`config.mk`:
```
export PLATFORM = sky130hd
export DESIGN_NAME = pose_input_ctrl
export DESIGN_NICKNAME = d
export VERILOG_FILES = /design/src/rtl/pose_input_ctrl.sv
export SDC_FILE = /design/constraint.sdc
export NUM_CORES = 1
export LEC_CHECK = 0
export BUFFER_PORTS_ARGS = -buffer_cell sky130_fd_sc_hd__buf_2
export CAP_MARGIN = 25
export CORE_AREA = 10 10 198 200
export DETAILED_ROUTE_END_ITERATION = 7
export DIE_AREA = 0 0 208 210
export PLACE_DENSITY = 0.57
export SYNTH_ARGS = -nofsm -noshare
export SYNTH_HDL_FRONTEND = slang
export SYNTH_SLANG_ARGS = --single-unit
```
`constraint.sdc`:
```
create_clock -name clk_in -period 5.8 [get_ports clk_in]
set_input_delay 0.87 -clock clk_in [delete_from_list [all_inputs] [get_ports clk_in]]
set_output_delay 0.87 -clock clk_in [all_outputs]
set_load 0.05 [all_outputs]
```
`src/rtl/pose_input_ctrl.sv`:
```
// pose_input_ctrl: button front end plus frame-stable pose register.
//
// Buttons: each raw level goes through a 2-flop synchronizer and a debouncer.
// Clean rising edges (and, optionally, auto-repeats while the button is held)
// raise a per-channel pending bit. Pending bits are drained one at a time
// through a valid/ready command port, lowest channel index first. An event
// that lands on an already-pending channel is dropped and counted.
//
// Pose: poses from the movement engine land in a shadow register. They are
// published to pose_out only at a frame boundary, so a frame never sees a
// torn or mid-frame pose.
//
// Configuration macro: POSE_INPUT_REPEAT_EN enables auto-repeat. Without it
// there are no repeat timers and cmd_repeat_out is tied to 0.
//
// Ports:
//   clk_in, rst_in      clock, synchronous active-low reset
//   btn_in              raw asynchronous button levels
//   cmd_valid_out/cmd_ready_in/cmd_id_out/cmd_repeat_out   command handshake
//   pose_valid_in, pose_in   new pose from movement engine (posX in LSBs)
//   frame_switch        frame boundary strobe
//   pose_out, pose_update_out   published pose and its change pulse
//   drop_count_out      saturating count of dropped events

// Per-channel synchronizer, debouncer and (optional) repeat timer.
module pose_btn_chan #(
    parameter int DEBOUNCE_CYCLES = 4,
    parameter int REPEAT_DELAY    = 20,
    parameter int REPEAT_PERIOD   = 8
) (
    input  logic clk,
    input  logic rst_n,
    input  logic raw,
`ifdef POSE_INPUT_REPEAT_EN
    output logic ev_rpt,
`endif
    output logic ev
);
    localparam int DB_W = $clog2(DEBOUNCE_CYCLES + 1);

    logic            sync1, sync2, clean;
    logic [DB_W-1:0] db_cnt;
    logic            flip;

    // db_cnt counts consecutive disagreeing samples; the last one flips clean.
    assign flip = (sync2 != clean) && (db_cnt == DB_W'(DEBOUNCE_CYCLES - 1));

    always_ff @(posedge clk) begin
        if (!rst_n) begin
            sync1  <= 1'b0;
            sync2  <= 1'b0;
            clean  <= 1'b0;
            db_cnt <= '0;
        end else begin
            sync1 <= raw;
            sync2 <= sync1;
            if (sync2 == clean) begin
                db_cnt <= '0;
            end else if (flip) begin
                clean  <= ~clean;
                db_cnt <= '0;
            end else begin
                db_cnt <= db_cnt + DB_W'(1);
            end
        end
    end

`ifdef POSE_INPUT_REPEAT_EN
    localparam int RPT_MAX = (REPEAT_DELAY > REPEAT_PERIOD) ? REPEAT_DELAY : REPEAT_PERIOD;
    localparam int RPT_W   = $clog2(RPT_MAX + 1);

    logic [RPT_W-1:0] rpt_tmr;
    logic             first;   // still waiting for the initial (longer) delay
    logic             rpt_hit;

    assign rpt_hit = clean && (first ? (rpt_tmr == RPT_W'(REPEAT_DELAY - 1))
                                     : (rpt_tmr == RPT_W'(REPEAT_PERIOD - 1)));

    // Any clean edge restarts the timer; it only runs while clean is high.
    always_ff @(posedge clk) begin
        if (!rst_n || flip) begin
            rpt_tmr <= '0;
            first   <= 1'b1;
        end else if (rpt_hit) begin
            rpt_tmr <= '0;
            first   <= 1'b0;
        end else if (clean) begin
            rpt_tmr <= rpt_tmr + RPT_W'(1);
        end
    end

    assign ev_rpt = rpt_hit;
    assign ev     = (flip && !clean) || rpt_hit;
`else
    assign ev     = flip && !clean;
`endif
endmodule

module pose_input_ctrl #(
    parameter int NUM_BTNS        = 4,
    parameter int DEBOUNCE_CYCLES = 1_000_000,
    parameter int REPEAT_DELAY    = 50_000_000,
    parameter int REPEAT_PERIOD   = 10_000_000,
    parameter int POSE_W          = 16,
    parameter logic [6*POSE_W-1:0] INIT_POSE = '0,
    localparam int ID_W = (NUM_BTNS > 1) ? $clog2(NUM_BTNS) : 1
) (
    input  logic                clk_in,
    input  logic                rst_in,
    input  logic [NUM_BTNS-1:0] btn_in,
    output logic                cmd_valid_out,
    input  logic                cmd_ready_in,
    output logic [ID_W-1:0]     cmd_id_out,
    output logic                cmd_repeat_out,
    input  logic                pose_valid_in,
    input  logic [6*POSE_W-1:0] pose_in,
    input  logic                frame_switch,
    output logic [6*POSE_W-1:0] pose_out,
    output logic                pose_update_out,
    output logic [15:0]         drop_count_out
);
    localparam int CNT_W = $clog2(NUM_BTNS + 1);

    logic [NUM_BTNS-1:0] ev, pend, hit_acc, drop_ev;
    logic                accept;
    logic [ID_W-1:0]     next_id;
    logic [CNT_W-1:0]    n_drop;
    logic [16:0]         drop_sum;
`ifdef POSE_INPUT_REPEAT_EN
    logic [NUM_BTNS-1:0] ev_rpt, pend_rpt, load;
`endif

    for (genvar i = 0; i < NUM_BTNS; i++) begin : g_chan
        pose_btn_chan #(
            .DEBOUNCE_CYCLES (DEBOUNCE_CYCLES),
            .REPEAT_DELAY    (REPEAT_DELAY),
            .REPEAT_PERIOD   (REPEAT_PERIOD)
        ) u_chan (
            .clk    (clk_in),
            .rst_n  (rst_in),
            .raw    (btn_in[i]),
`ifdef POSE_INPUT_REPEAT_EN
            .ev_rpt (ev_rpt[i]),
`endif
            .ev     (ev[i])
        );
    end

    assign accept = cmd_valid_out && cmd_ready_in;

    always_comb begin
        next_id = '0;
        hit_acc = '0;
        n_drop  = '0;
        for (int i = NUM_BTNS - 1; i >= 0; i--) begin
            if (pend[i]) next_id = ID_W'(i);
        end
        for (int i = 0; i < NUM_BTNS; i++) begin
            hit_acc[i] = accept && (cmd_id_out == ID_W'(i));
        end
        // The channel being accepted frees its slot this edge, so its new
        // event is not a drop.
        drop_ev = ev & pend & ~hit_acc;
        for (int i = 0; i < NUM_BTNS; i++) begin
            n_drop = n_drop + CNT_W'(drop_ev[i]);
        end
    end

    assign drop_sum = {1'b0, drop_count_out} + 17'(n_drop);

    always_ff @(posedge clk_in) begin
        if (!rst_in) begin
            pend           <= '0;
            cmd_valid_out  <= 1'b0;
            cmd_id_out     <= '0;
            drop_count_out <= '0;
        end else begin
            pend           <= (pend & ~hit_acc) | ev;
            drop_count_out <= drop_sum[16] ? 16'hFFFF : drop_sum[15:0];
            // Valid drops after every accept, giving the mandatory idle cycle.
            if (accept) begin
                cmd_valid_out <= 1'b0;
            end else if (!cmd_valid_out && |pend) begin
                cmd_valid_out <= 1'b1;
                cmd_id_out    <= next_id;
            end
        end
    end

`ifdef POSE_INPUT_REPEAT_EN
    // Repeat flag is captured only for events that actually (re)fill a slot.
    assign load = ev & ~(pend & ~hit_acc);

    always_ff @(posedge clk_in) begin
        if (!rst_in) begin
            pend_rpt       <= '0;
            cmd_repeat_out <= 1'b0;
        end else begin
            pend_rpt <= (pend_rpt & ~load) | (ev_rpt & load);
            if (!accept && !cmd_valid_out && |pend) cmd_repeat_out <= pend_rpt[next_id];
        end
    end
`else
    assign cmd_repeat_out = 1'b0;
`endif

    logic [6*POSE_W-1:0] shadow;
    logic                dirty;

    always_ff @(posedge clk_in) begin
        if (!rst_in) begin
            shadow          <= INIT_POSE;
            pose_out        <= INIT_POSE;
            dirty           <= 1'b0;
            pose_update_out <= 1'b0;
        end else begin
            pose_update_out <= 1'b0;
            if (pose_valid_in && frame_switch) begin
                // Pose arriving on the boundary goes straight out.
                pose_out        <= pose_in;
                shadow          <= pose_in;
                dirty           <= 1'b0;
                pose_update_out <= 1'b1;
            end else begin
                if (pose_valid_in) begin
                    shadow <= pose_in;
                    dirty  <= 1'b1;
                end
                if (frame_switch && dirty) begin
                    pose_out        <= shadow;
                    dirty           <= 1'b0;
                    pose_update_out <= 1'b1;
                end
            end
        end
    end
endmodule
```
# Yosys cells after proc, flatten, opt, wreduce, memory -nomap -nowiden
# Cells that the tools add are included.
# word_totals
reg_bits	309
latchBits	0
mem_bits_rw	0
mem_bits_ro	0
inputBits	105
out_inout_bits	117
n_memories	0
# classes
addsub	8
mul	0
n_div	0
magnitude_cmp	0
eq_ne	15
shift	0
mux	11
n_bitwise	15
reduce_logical	36
# ops
op	n
$mux 96	4
$add 20x1->20 const B	4
$eq 20x20->1 const B	4
$add 16x3->17	1
$logic_and 1x1->1	16
$mux 16	1
$reduce_or 3->1	5
$and 4x4->4	3
$not 1->1	10
$reduce_and 2->1	5
$mux 2	4
$logic_not 1->1	5
$eq 1x1->1	4
$eq 2x2->1 const B	2
$ne 1x1->1	4
$not 4->4	1
$or 4x4->4	1
$reduce_bool 2->1	2
$reduce_or 4->1	1
$add 2x1->3	1
$add 3x1->3	1
$add 1x1->2	1
$eq 2x1->1 const B	1
$logic_not 2->1	1
2 further kinds	3

# Longest topological paths before layout
# logic_depth
word_depth	10
depth_mapped	14

# Hierarchy
# A second synthesis with hierarchy kept.
# unflattened
cells_unflattened	1441
hier_area_um2	13349.1
# by_module_without_submodules
module	instances	cells_each	area_per_inst_um2	seq_area_each_um2
pose_input_ctrl	1	969	9059.9	4344.2
pose_btn_chan	4	118	1072.3	460.4

# Least setup slack after synthesis
# Ideal clock, no wire load.
# synth_path
path_kind	register -> register
from	register g_chan[2].u_chan.db_cnt[0]
to	register drop_count_out[9]
arrival_ps	3959
setup_slack_ps	1766
path_stages_with_launch	15
n_path_buf	1
path_cell_list	dfxtp_1 ha_1 nand3_1 or4_4 nor3_2 nand2_1 fa_1 fa_1 inv_1 fa_1 nand3_1 nor4_1 nand3_1 clkbuf_1 a31oi_1
# synth_via
elab_chain_len	9
# synth_rtl
element	line_no	text
from (decl)	42	logic [DB_W-1:0] db_cnt;
from (signal assigned)	63	db_cnt <= db_cnt + DB_W'(1);
$eq 20x20->1	46	assign flip = (sync2 != clean) && (db_cnt == DB_W'(DEBOUNCE_CYCLES - 1));
$logic_and 1x1->1	46	
$logic_and 1x1->1	95	assign ev = flip && !clean;
$and 4x4->4 (2 in a row)	163	drop_ev = ev & pend & ~hit_acc;
$add 2x1->3	165	n_drop = n_drop + CNT_W'(drop_ev[i]);
$add 3x1->3	165	
$add 16x3->17	169	assign drop_sum = {1'b0, drop_count_out} + 17'(n_drop);
$mux 16	179	drop_count_out <= drop_sum[16] ? 16'hFFFF : drop_sum[15:0];
to (signal assigned)	179	
to (decl)	120	output logic [15:0] drop_count_out
# Every way passes these cells.
# A chain may end at the register's enable or synchronous reset.

# Worst setup path after layout
# layout_path
from	register g_chan[2].u_chan.db_cnt[0]
to	register drop_count_out[11]
# Same word-level chain as after synthesis.

==> summary.txt <==
Finished Layout Cells: 1979
Resized cells post-CTS: 0
First-pass GRT wire length: 51800 um
Crit path max fanout: 13
Final setup skew: 0.0143 ns
DR pass1 iterations: 5
Mapped Nets: 1422
Setup TNS: 0 ns
Seq cells post-synth: 309
Initial DRC count: 510
Cell family with most CP delay: simple AND/OR/NAND/NOR gates
Max cap viols: 0
Area of the multi-input gates: 5610 um2
Status: finished, final reports clean
Worst slew pin tran: 0.956 ns
CTS root buffer: clkbuf_16
Peak supply drop: 0.222 mV
Flop-to-flop setup slack: 1.21 ns
CP max stage delay: 0.63 ns
Period utilisation layout: 79.2%
Antenna violations before repair: 13
Number of H-tree levels: 2
Unique masters post-synth: 59
Layout cells sized above 1: 19.9%
Largest net degree at the start of global routing: 132
WL final: 31800 um
Vias in the first global route: 9810
Post-Synthesis Cells: 1309
Port bufs: 220
End-of-flow core utilization: 42.1%
Hold depth: 1
Syn Area/Cell: 9.35 um2
Crit Reg-Reg Startpoint: g_chan[2].u_chan.db_cnt[0]$_SDFF_PP0_
Worst hold slack: 0.431 ns
Hold_sp: g_chan[0].u_chan.sync1$_SDFF_PN0_
Power per Cell Area: 335 nW/um2
CTS Sinks: 309
Reg2Reg Depth: 13
DR vias/cell: 5.07
Pleak: 5.90 nW
CP Capture Type: register
Die Ht: 210 um
FP Rows: 69
Final Critical Period: 4.59 ns
I/O pin total: 222
Seq/Total Area, Yosys: 50.5%
NumNets Final: 1605
Top_reg_cell synth: dfxtp_1
Placer Congestion: 0.749
CTS tree: yes
Count of final max-slew check failures: 0
Clock buffer count from CTS: 36
CP required: 6.22 ns
Synth async-reset ratio: 0%
Worst-Skew Late Latency: 0.51 ns
Routed Antenna Nets: 0
CTS Hold Bufs: 0
WP buf/inv: 1
Fin. Hold Viols: 0
Number of synthesized flops with an enable pin: 0
Slew Limit Headroom: 36.2%
Worst Path Arrival: 5.01 ns
CORE AREA: 35200 um2
Critical path type: register to register
Fmax: 218 MHz
Gr ovfl total: 0
Drt wl/cell: 16.1 um
Worst path slowest cell: or4_4
Crit-path cells: ha_1, nand3_1, or4_4, nor3_2, nand2_1, fa_1, fa_1, inv_1, fa_1, nand3_1, nor4_1, nand3_1, a31oi_1
FILL cells: 3497
Area of the mapped netlist: 12200 um2
Final setup violation count: 0
HPWL after DPL: 21400 um
Register area: 6190 um2
Maximum clock path buffer count: 3
Hold Path Sink: g_chan[0].u_chan.sync2$_SDFF_PN0_
Vias: 10000
Tightest Hold Check Type: register to register
Pre-CTS setup slack: 1.22 ns
Ys Warns: 0
Die area: 43700 um2
Capturing point of the worst reg2reg path: drop_count_out[11]$_SDFF_PN0_
Dpl cells: 1915
GRT Overall Usage: 13.9%
Worst Slack Setup Final: 1.21 ns
CP startpoint kind: register
Die Width: 208 um
Area grow syn2layout: 21.1%
RSZ-0062 raised after global routing: false
Residual DRC: 0
Post-CTS setup buffers: 0
Clock transition at path regs: 0.06 ns
Initial core utilization: 34.7%
## synth_stat cells (12+ instances only)
cell      count  share of area (%)
o21ai_0      64                2.6
o22ai_1      27                1.4
and2_1       12               0.61
xor2_1       33                2.4
mux2i_1      96                7.9
inv_1        25               0.77
nand3b_1     23                1.4
or3_1        15               0.77
xnor2_1      31                2.2
nand4_1      23                1.2
a211oi_1     48                2.9
a21oi_1      85                3.5
buf_1        13               0.40
clkbuf_1     64                2.0
nor2_1      220                6.7
nand2_1      33                1.0
nand3_1      31                1.3
dfxtp_1     309                 51
nor4_1       13               0.66
nor3_1       13               0.53
o221ai_1     21                1.5
## cell usage in the layout (no fill, tap or decap), types with 12 or more instances in the layout
cell type and instances:
o21ai_0 64, clkbuf_16 37, nor3_1 13, nand4_1 23, mux2i_1 96, buf_2 219, inv_1 25, xnor2_1 31
nand3_1 31, nand3b_1 23, o22ai_1 27, or3_1 15, o221ai_1 21, dfxtp_1 309, xor2_1 33, a21oi_1 85
nor4_1 13, and2_1 12, nand2_1 33, nor2_1 220, a211oi_1 48
## metal layers
| metal | up-vias | global-route usage [%] | part of all wire, % |
|---|---|---|---|
| li1 | 5035 | - | - |
| met1 | 4676 | 16.9 | 43 |
| met2 | 235 | 22.2 | 45 |
| met3 | 67 | 5.99 | 9.0 |
| met4 | 18 | 3.77 | 1.9 |
| met5 | - | 0 | 0.41 |
## stage by stage
step | area (um2) | power [mW]
2_1_floorplan | 12200 | 2.67
3_3_place_gp | 13700 | 2.82
3_5_place_dp | 13700 | 2.83
4_1_cts | 14800 | 5.04
5_1_grt | 14800 | 5.17
6_report | 14800 | 4.96
## where the power goes
part | internal [mW] | total, mW | switching (mW)
combinational | 0.151 | 0.518 | 0.367
sequential | 2.22 | 2.26 | 0.0444
clock | 1.32 | 2.18 | 0.862
## flip-flops by register name (all words and copies together) (netlist names)
register / flops
drop_count_out: 16
cmd_id_out: 2
g_chan.u_chan.sync2: 4
g_chan.u_chan.db_cnt: 80
pose_update_out: 1
dirty: 1
cmd_valid_out: 1
pose_out: 96
g_chan.u_chan.clean: 4
shadow: 96
pend: 4
g_chan.u_chan.sync1: 4
## kinds of logic after synthesis
logic type                 Yosys count  share of synthesized area (%)
DFF                                309                           50.5
adders and majority gates            8                           1.00
other                                1                         0.0306
xor gates and xnor gates            64                           4.58
AOI/OAI and AO/OA                  279                           14.2
muxes                               96                           7.85
buffers and inverters              112                           3.70
and+or+nand+nor                    440                           18.1
## area by class of cell
class | instances | area share, %
flip-flops and latches | 309 | 41.7
multi-input cells | 888 | 37.8
repair buffers | 231 | 8.11
clock buffers | 50 | 6.92
well taps | 461 | 3.89
clock inverters | 10 | 0.751
inverters | 26 | 0.676
diodes | 4 | 0.0676
## worst max path at each step
stage | start | cells past startpoint | to
after floorplan | g_chan[2].u_chan.db_cnt[0]$_SDFF_PP0_ | 14 | drop_count_out[9]$_SDFF_PN0_
after detailed placement | g_chan[2].u_chan.db_cnt[0]$_SDFF_PP0_ | 13 | drop_count_out[13]$_SDFF_PN0_
after CTS | g_chan[2].u_chan.db_cnt[0]$_SDFF_PP0_ | 13 | drop_count_out[13]$_SDFF_PN0_
after global placement | g_chan[2].u_chan.db_cnt[0]$_SDFF_PP0_ | 13 | drop_count_out[0]$_SDFF_PN0_
final | g_chan[2].u_chan.db_cnt[0]$_SDFF_PP0_ | 13 | drop_count_out[11]$_SDFF_PN0_
after global routing | g_chan[2].u_chan.db_cnt[0]$_SDFF_PP0_ | 13 | drop_count_out[10]$_SDFF_PN0_
Power figures use the tool's default switching activity.
